### src/rtl/data_memory_ctrl.sv
// Word-addressed synchronous data RAM with byte-lane writes, registered reads,
// write-first forwarding, out-of-range detection and a clear sweep after reset.
module data_memory_ctrl #(
  parameter int unsigned DATA_W = 16,
  parameter int unsigned ADDR_W = 16,
  parameter int unsigned DEPTH  = 256
) (
  input  logic                Clock,
  input  logic                Reset,
  input  logic [ADDR_W-1:0]   Adresa,
  input  logic [DATA_W-1:0]   WriteData,
  input  logic [DATA_W/8-1:0] ByteEn,
  input  logic                MemWrite,
  input  logic                MemRead,
  output logic [DATA_W-1:0]   ReadData,
  output logic                ReadValid,
  output logic                Ready,
  output logic                AddrError
);

  localparam int unsigned NB    = DATA_W / 8;
  localparam int unsigned IDX_W = (DEPTH > 1) ? $clog2(DEPTH) : 1;

  typedef enum logic [0:0] {StInit, StRun} state_e;

  state_e             state_q;
  logic [IDX_W-1:0]   cnt_q;
  logic [DATA_W-1:0]  mem [DEPTH];

  logic               in_range;
  logic [IDX_W-1:0]   addr_idx;
  logic [DATA_W-1:0]  old_word;
  logic [DATA_W-1:0]  merged;
  logic [DATA_W-1:0]  rd_word;
  logic               wr_en;
  logic               sweep_last;

  // Full-width compare: upper address bits are never truncated, so no aliasing.
  assign in_range   = ({1'b0, Adresa} < (ADDR_W + 1)'(DEPTH));
  assign addr_idx   = Adresa[IDX_W-1:0];
  assign old_word   = mem[addr_idx];
  assign sweep_last = (cnt_q == IDX_W'(DEPTH - 1));

  always_comb begin
    merged = old_word;
    for (int i = 0; i < NB; i++) begin
      if (ByteEn[i]) begin
        merged[8*i +: 8] = WriteData[8*i +: 8];
      end
    end
  end

  assign wr_en = (state_q == StRun) && MemWrite && in_range && (|ByteEn);

  // Write-first: a same-edge write is visible to the read on its enabled lanes.
  always_comb begin
    rd_word = '0;
    if (in_range) begin
      rd_word = MemWrite ? merged : old_word;
    end
  end

  // Storage has no reset; the sweep clears it word by word after reset.
  always_ff @(posedge Clock) begin
    if (state_q == StInit) begin
      mem[cnt_q] <= '0;
    end else if (wr_en) begin
      mem[addr_idx] <= merged;
    end
  end

  always_ff @(posedge Clock or posedge Reset) begin
    if (Reset) begin
      state_q   <= StInit;
      cnt_q     <= '0;
      ReadData  <= '0;
      ReadValid <= 1'b0;
      Ready     <= 1'b0;
      AddrError <= 1'b0;
    end else begin
      ReadValid <= 1'b0;
      AddrError <= 1'b0;
      unique case (state_q)
        StInit: begin
          cnt_q <= cnt_q + 1'b1;
          if (sweep_last) begin
            state_q <= StRun;
            Ready   <= 1'b1;
          end
        end
        StRun: begin
          if (MemRead) begin
            ReadData  <= rd_word;
            ReadValid <= 1'b1;
          end
          if ((MemRead || MemWrite) && !in_range) begin
            AddrError <= 1'b1;
          end
        end
        default: state_q <= StInit;
      endcase
    end
  end

endmodule

### config.mk
export PLATFORM = sky130hd
export DESIGN_NAME = data_memory_ctrl
export DESIGN_NICKNAME = d
export VERILOG_FILES = /design/src/rtl/data_memory_ctrl.sv
export SDC_FILE = /design/constraint.sdc
export NUM_CORES = 2
export LEC_CHECK = 0
export BUFFER_PORTS_ARGS = -buffer_cell sky130_fd_sc_hd__buf_2
export CORE_ASPECT_RATIO = 1.1
export CORE_MARGIN = 5
export CORE_UTILIZATION = 50
export DETAILED_ROUTE_END_ITERATION = 6
export PLACE_DENSITY = 0.65
export SETUP_SLACK_MARGIN = 0.3
export SYNTH_ARGS = -nofsm -noshare
export SYNTH_HDL_FRONTEND = slang
export SYNTH_SLANG_ARGS = --single-unit
### constraint.sdc
create_clock -name Clock -period 86.4 [get_ports Clock]
set_input_delay 4.32 -clock Clock [delete_from_list [all_inputs] [get_ports Clock]]
set_output_delay 4.32 -clock Clock [all_outputs]
set_load 0.05 [all_outputs]
# After elaboration in Yosys (flattened, before gate mapping)
# Memories as Yosys holds them, arrays and structs flattened.
# Cells that the tools add are included.
[classes] reduce_logical=10 n_lt_le_gt_ge=1 n_eq_ne=1 bitwise=1 mux=17 n_addsub=1
[ops] op="two-way mux 16 bit" n=3
[ops] op="two-way mux 8 bit" n=3
[ops] op="< comparator 16 x 9 -> 1 bit, second input constant" n=1
[ops] op="OR reduction 16 bit" n=1
[ops] op="two-way mux 1 bit" n=11
[ops] op="adder 8 x 1 -> 8 bit, second input constant" n=1
[ops] op="equality test 8 bit, second input constant" n=1
[ops] op="logical AND 1 bit" n=4
[ops] op="AND reduction 2 bit" n=2
[ops] op="OR reduction 2 bit" n=1
[ops] op="logical NOT 1 bit" n=1
[ops] op="logical OR 1 bit" n=1
[ops] op="inverter 1 bit" n=1
[totals] output_inout_bits=19 memories=1 ram_bits=4096 register_bits=28 in_bits=38 wordCells=38
[mem_list] name="mem" depth=256 width=16 read_ports=1 rd_clocked_by_memory_dff=0 write_ports=1 line="28" source="logic [DATA_W-1:0] mem [DEPTH];"

# Longest topological paths before layout
[logic_depth] word_depth=8 ltp_mapped=15

# Worst setup path before layout
# No wires, ideal clock.
[synth_path] path_type="in2reg" from="in Adresa[0]" to="mem mem[0][14], data pin" arrival_time_ns=27.930 required_time_ns=81.913 cell_stages=15 path_slack_ns=53.982 setup_time_ns=4.487 n_path_buf=7 path_cell_list="buf_6 > buf_6 > buf_6 > buf_6 > buf_6 > buf_6 > buf_6 > mux2i_1 > a22oi_1 > nand3_1 > o21ai_0 > nor3_1 > a21oi_1 > nor2_1 > a2111oi_0"
[synth_via] elab_chain_cells=8 elab_cells_between_ends=10 classes_between="1 x order compare; 5 x mux; 3 x reduce/logical; 1 x memory"
[synth_lines] element="start, declared" line="10" source="input logic [ADDR_W-1:0] Adresa,"
[synth_lines] element="< comparator 16 x 9 -> 1 bit" line="39" source="assign in_range = ({1'b0, Adresa} < (ADDR_W + 1)'(DEPTH));"
[synth_lines] element="logical AND 1 bit (2 in series)" line="53" source="assign wr_en = (state_q == StRun) && MemWrite && in_range && (|ByteEn);"
[synth_lines] element="two-way mux 1 bit" line="67" source="end else if (wr_en) begin"
[synth_lines] element="two-way mux 1 bit" line="65" source="if (state_q == StInit) begin"
[synth_lines] element="two-way mux 1 bit (not written as such)" line="68" source="mem[addr_idx] <= merged;"
[synth_lines] element="OR reduction 16 bit (no line)"
[synth_lines] element="two-way mux 16 bit (no line) (*)"
[synth_lines] element="end, declared" line="28"
# Every way passes the cells marked *; elsewhere a longest branch is shown, timed or not.

# Worst setup path after layout
[layout_path] from="in Adresa[0]" to="mem mem[166][12], data pin"
# Same word-level chain as after synthesis.

==> results.sh <==
export IMPL_synth_cell_area_um2=159700
export IMPL_power_density_nw_per_um2=22.22
export IMPL_ctsLongestPathBuffers=4
export IMPL_power_switching_w=0.0008113
export IMPL_cts_resized_gates=0
export IMPL_cp_end_kind="flip-flop"
export IMPL_p_leak_nw=46.70
export IMPL_route_vias_total=80180
export IMPL_rows=217
export IMPL_ys_ff_latch=4124
export IMPL_grt_pass1_vias=79770
export IMPL_cts_tree="done"
export IMPL_die_area_um2=330800
export IMPL_die_w_um=548.9
export IMPL_r2r_cells=9
export IMPL_cts_htree_levels=5
export IMPL_holdPathEnd="ReadData[0]$_DFFE_PP0P_"
export IMPL_sw_frac_of_total=0.2032
export IMPL_required_ns=86.97
export IMPL_met3RoutedLength_mm=49.78
export IMPL_dpl_hpwl_mm=257.6
export IMPL_p_comb_frac=0.026
export IMPL_ioPinCount=57
export IMPL_syn_avg_cell_area_um2=21.83
export IMPL_intPower_w=0.003181
export IMPL_critical_path_max_stage_delay_ns=0.85
export IMPL_post_route_util=0.5650
export IMPL_gp_congestion=0.8978
export IMPL_route_met2_wl_mm=207.1
export IMPL_avgViaCountPerCell=6.467
export IMPL_synthTopCellsByCount="4096 x edfxtp_1, 954 x mux4_2, 424 x mux2i_1"
export IMPL_rsz0062_at_grt="false"
export IMPL_drt_wirelength_per_cell_um=35.44
export IMPL_placeableCoreArea_um2=317900
export IMPL_seq_area_frac_synth=0.7745
export IMPL_grt_max_degree=257
export IMPL_portBuffers=56
export IMPL_r2r_end="mem[166][12]$_DFFE_PP_"
export IMPL_clock_tree_root_cell="clkbuf_16"
export IMPL_peakVddDrop_v=0.00001758
export IMPL_drc=0
export IMPL_crit_chain="buf_12 -> buf_4 -> buf_4 -> buf_4 -> buf_4 -> mux4_2 -> mux2i_1 -> a22oi_1 -> o211ai_1 -> a32o_1 -> o21ai_4 -> buf_4 -> buf_4"
export IMPL_cap_violations=0
export IMPL_cts_made_buffers=396
export IMPL_dominantRegCellSynth="edfxtp_1"
export IMPL_finalHoldViolCount=0
export IMPL_grtUsageTotal=0.2643
export IMPL_r2r_setup_slack_ns=80.80
export IMPL_min_path_cells=2
export IMPL_die_y_um=602.8
export IMPL_grt_antenna_before_repair=27
export IMPL_fin_crit_ns=11.38
export IMPL_drive_gt1_frac=0.2697
export IMPL_arrival_ns=11.95
export IMPL_areaGrowthSynthToFinish_pct=12.47
export IMPL_cp_slowest_cell="o21ai_4"
export IMPL_reg2reg_from="mem[129][12]$_DFFE_PP_"
export IMPL_yosys_top_cells_area="edfxtp_1 77%, mux4_2 13%, mux2i_1 2.7%"
export IMPL_worstSkewPairLatency_ns=0.99
export IMPL_routed_top_layer="met5"
export IMPL_cts_clk_slew_worst_paths_ns=0.06
export IMPL_fin_crit_sh=0.1317
export IMPL_cts_sinks=4124
export IMPL_seqPwrFrac=0.542
export IMPL_slew_viol_final=0
export IMPL_final_setup_viol_count=0
export IMPL_synth_top_cell_by_area="edfxtp_1"
export IMPL_tns_ns=0
export IMPL_slew_headroom=0.05625
export IMPL_finClkSkew_ns=0.09055
export IMPL_cp_start_kind="input pin"
export IMPL_crit_type="in -> reg"
export IMPL_nets=7836
export IMPL_synth_edf_count=4096
export IMPL_async_flop_share=0.006790
export IMPL_gr_total_overflow=0
export IMPL_hold_class="reg -> reg"
export IMPL_fmax_mhz=87.89
export IMPL_cts_setup_buffers=0
export IMPL_initial_core_util=0.5023
export IMPL_m1WireLength_mm=162.2
export IMPL_syn_num_nets=7355
export IMPL_ant_nets=0
export IMPL_critPathMaxFanout=88
export IMPL_synth_cell_types=68
export IMPL_clock_power_share=0.431
export IMPL_hp_start="ReadData[0]$_DFFE_PP0P_"
export IMPL_yosysWarnings=0
export IMPL_drt_iter0_drc=10480
export IMPL_synth_top_area_frac=0.7701
export IMPL_hold_buffers=0
export IMPL_syn_inst=7316
export IMPL_synth_most_common_cell="edfxtp_1"
export IMPL_grt_pass1_wl_mm=618.5
export IMPL_worst_pin_slew_ns=1.416
export IMPL_wirelength_mm=439.4
export IMPL_path_common_cell="buf_4"
export IMPL_firstDrtPassIters=6
export IMPL_status="completed"
## power groups by stage
stage          combinational, W  sequential [W]  clock (W)
2_1_floorplan         0.0000648         0.00221          0
3_3_place_gp           0.000104         0.00221          0
3_5_place_dp           0.000104         0.00221          0
4_1_cts                0.000105         0.00216    0.00174
5_1_grt                0.000109         0.00216    0.00183
6_report               0.000105         0.00216    0.00172
## placed cells by master, fill, tap and decap left out, types with 45 or more instances in the layout
cell / count
clkinv_1: 64
buf_2: 51
a31oi_1: 45
o21ai_0: 55
nand3_1: 98
a22oi_1: 176
a21oi_1: 102
nand2_1: 188
mux2i_1: 424
edfxtp_1: 4096
clkbuf_16: 401
mux4_2: 954
buf_4: 440
clkinv_2: 69
nor2_1: 285
nor2_2: 66
clkbuf_1: 83
## state kept, by name (all words and copies together) (netlist names)
name	flops
mem	4096
ReadData	16
cnt_q	8
AddrError	1
ReadValid	1
Ready	1
state_q	1
## per-layer routing
metal,GRT usage,vias to the layer above
li1,-,31730
met1,0.3616,42800
met2,0.4087,4729
met3,0.07037,928
met4,0.1061,4
met5,0,-
## worst max-delay path: cells and delay by family
| family | cells | cell delay (ns) |
|---|---|---|
| compound gates | 4 | 1.99 |
| buf+inv | 7 | 4.86 |
| mux | 2 | 0.43 |
## stage by stage
stage	instances	hold slack, ns	worst slack (ns)	total power (W)	instance area (µm²)
2_1_floorplan	7316	0.5102	53.98	0.002272	159700
3_3_place_gp	11670	0.4980	74.06	0.002312	166800
3_5_place_dp	11670	0.5131	73.84	0.002312	166800
4_1_cts	12380	0.5260	74.84	0.004010	179600
5_1_grt	12380	0.5439	74.22	0.004100	179600
6_report	12400	0.5232	75.02	0.003992	179600
## how the worst max path moves through the flow
stage	from	cells after the start	endpoint	slack (ns)
4_1_cts	Adresa[0]	13	mem[1][12]$_DFFE_PP_	74.84
6_report	Adresa[0]	13	mem[166][12]$_DFFE_PP_	75.02
2_1_floorplan	Adresa[0]	15	mem[0][14]$_DFFE_PP_	53.98
3_3_place_gp	Adresa[0]	13	mem[0][12]$_DFFE_PP_	74.06
5_1_grt	Adresa[0]	13	mem[161][12]$_DFFE_PP_	74.22
3_5_place_dp	Adresa[0]	13	mem[0][12]$_DFFE_PP_	73.84
## final cells by class
cell class | count | area [µm²]
Clock inverter | 222 | 2391
Fill cell | 23060 | 138300
Clock buffer | 485 | 10360
Multi-Input combinational cell | 2761 | 33920
Inverter | 9 | 41.29
Timing Repair Buffer | 505 | 3822
Sequential cell | 4124 | 123700
Antenna cell | 23 | 57.56
Tap cell | 4270 | 5343
## cells by family (layout without fill, tap and decap cells)
family	Yosys count	in the layout	share of synthesized area
simple gates	786	786	0.02146
flops	4124	4124	0.7745
buf+inv	431	1221	0.01612
xor+xnor	7	7	0.0003839
fa+ha+maj	1	1	0.00007833
mux	1409	1409	0.1634
compound gates	558	558	0.02409
other cells	0	23	0
No activity file was read; power rests on OpenSTA's default activity.
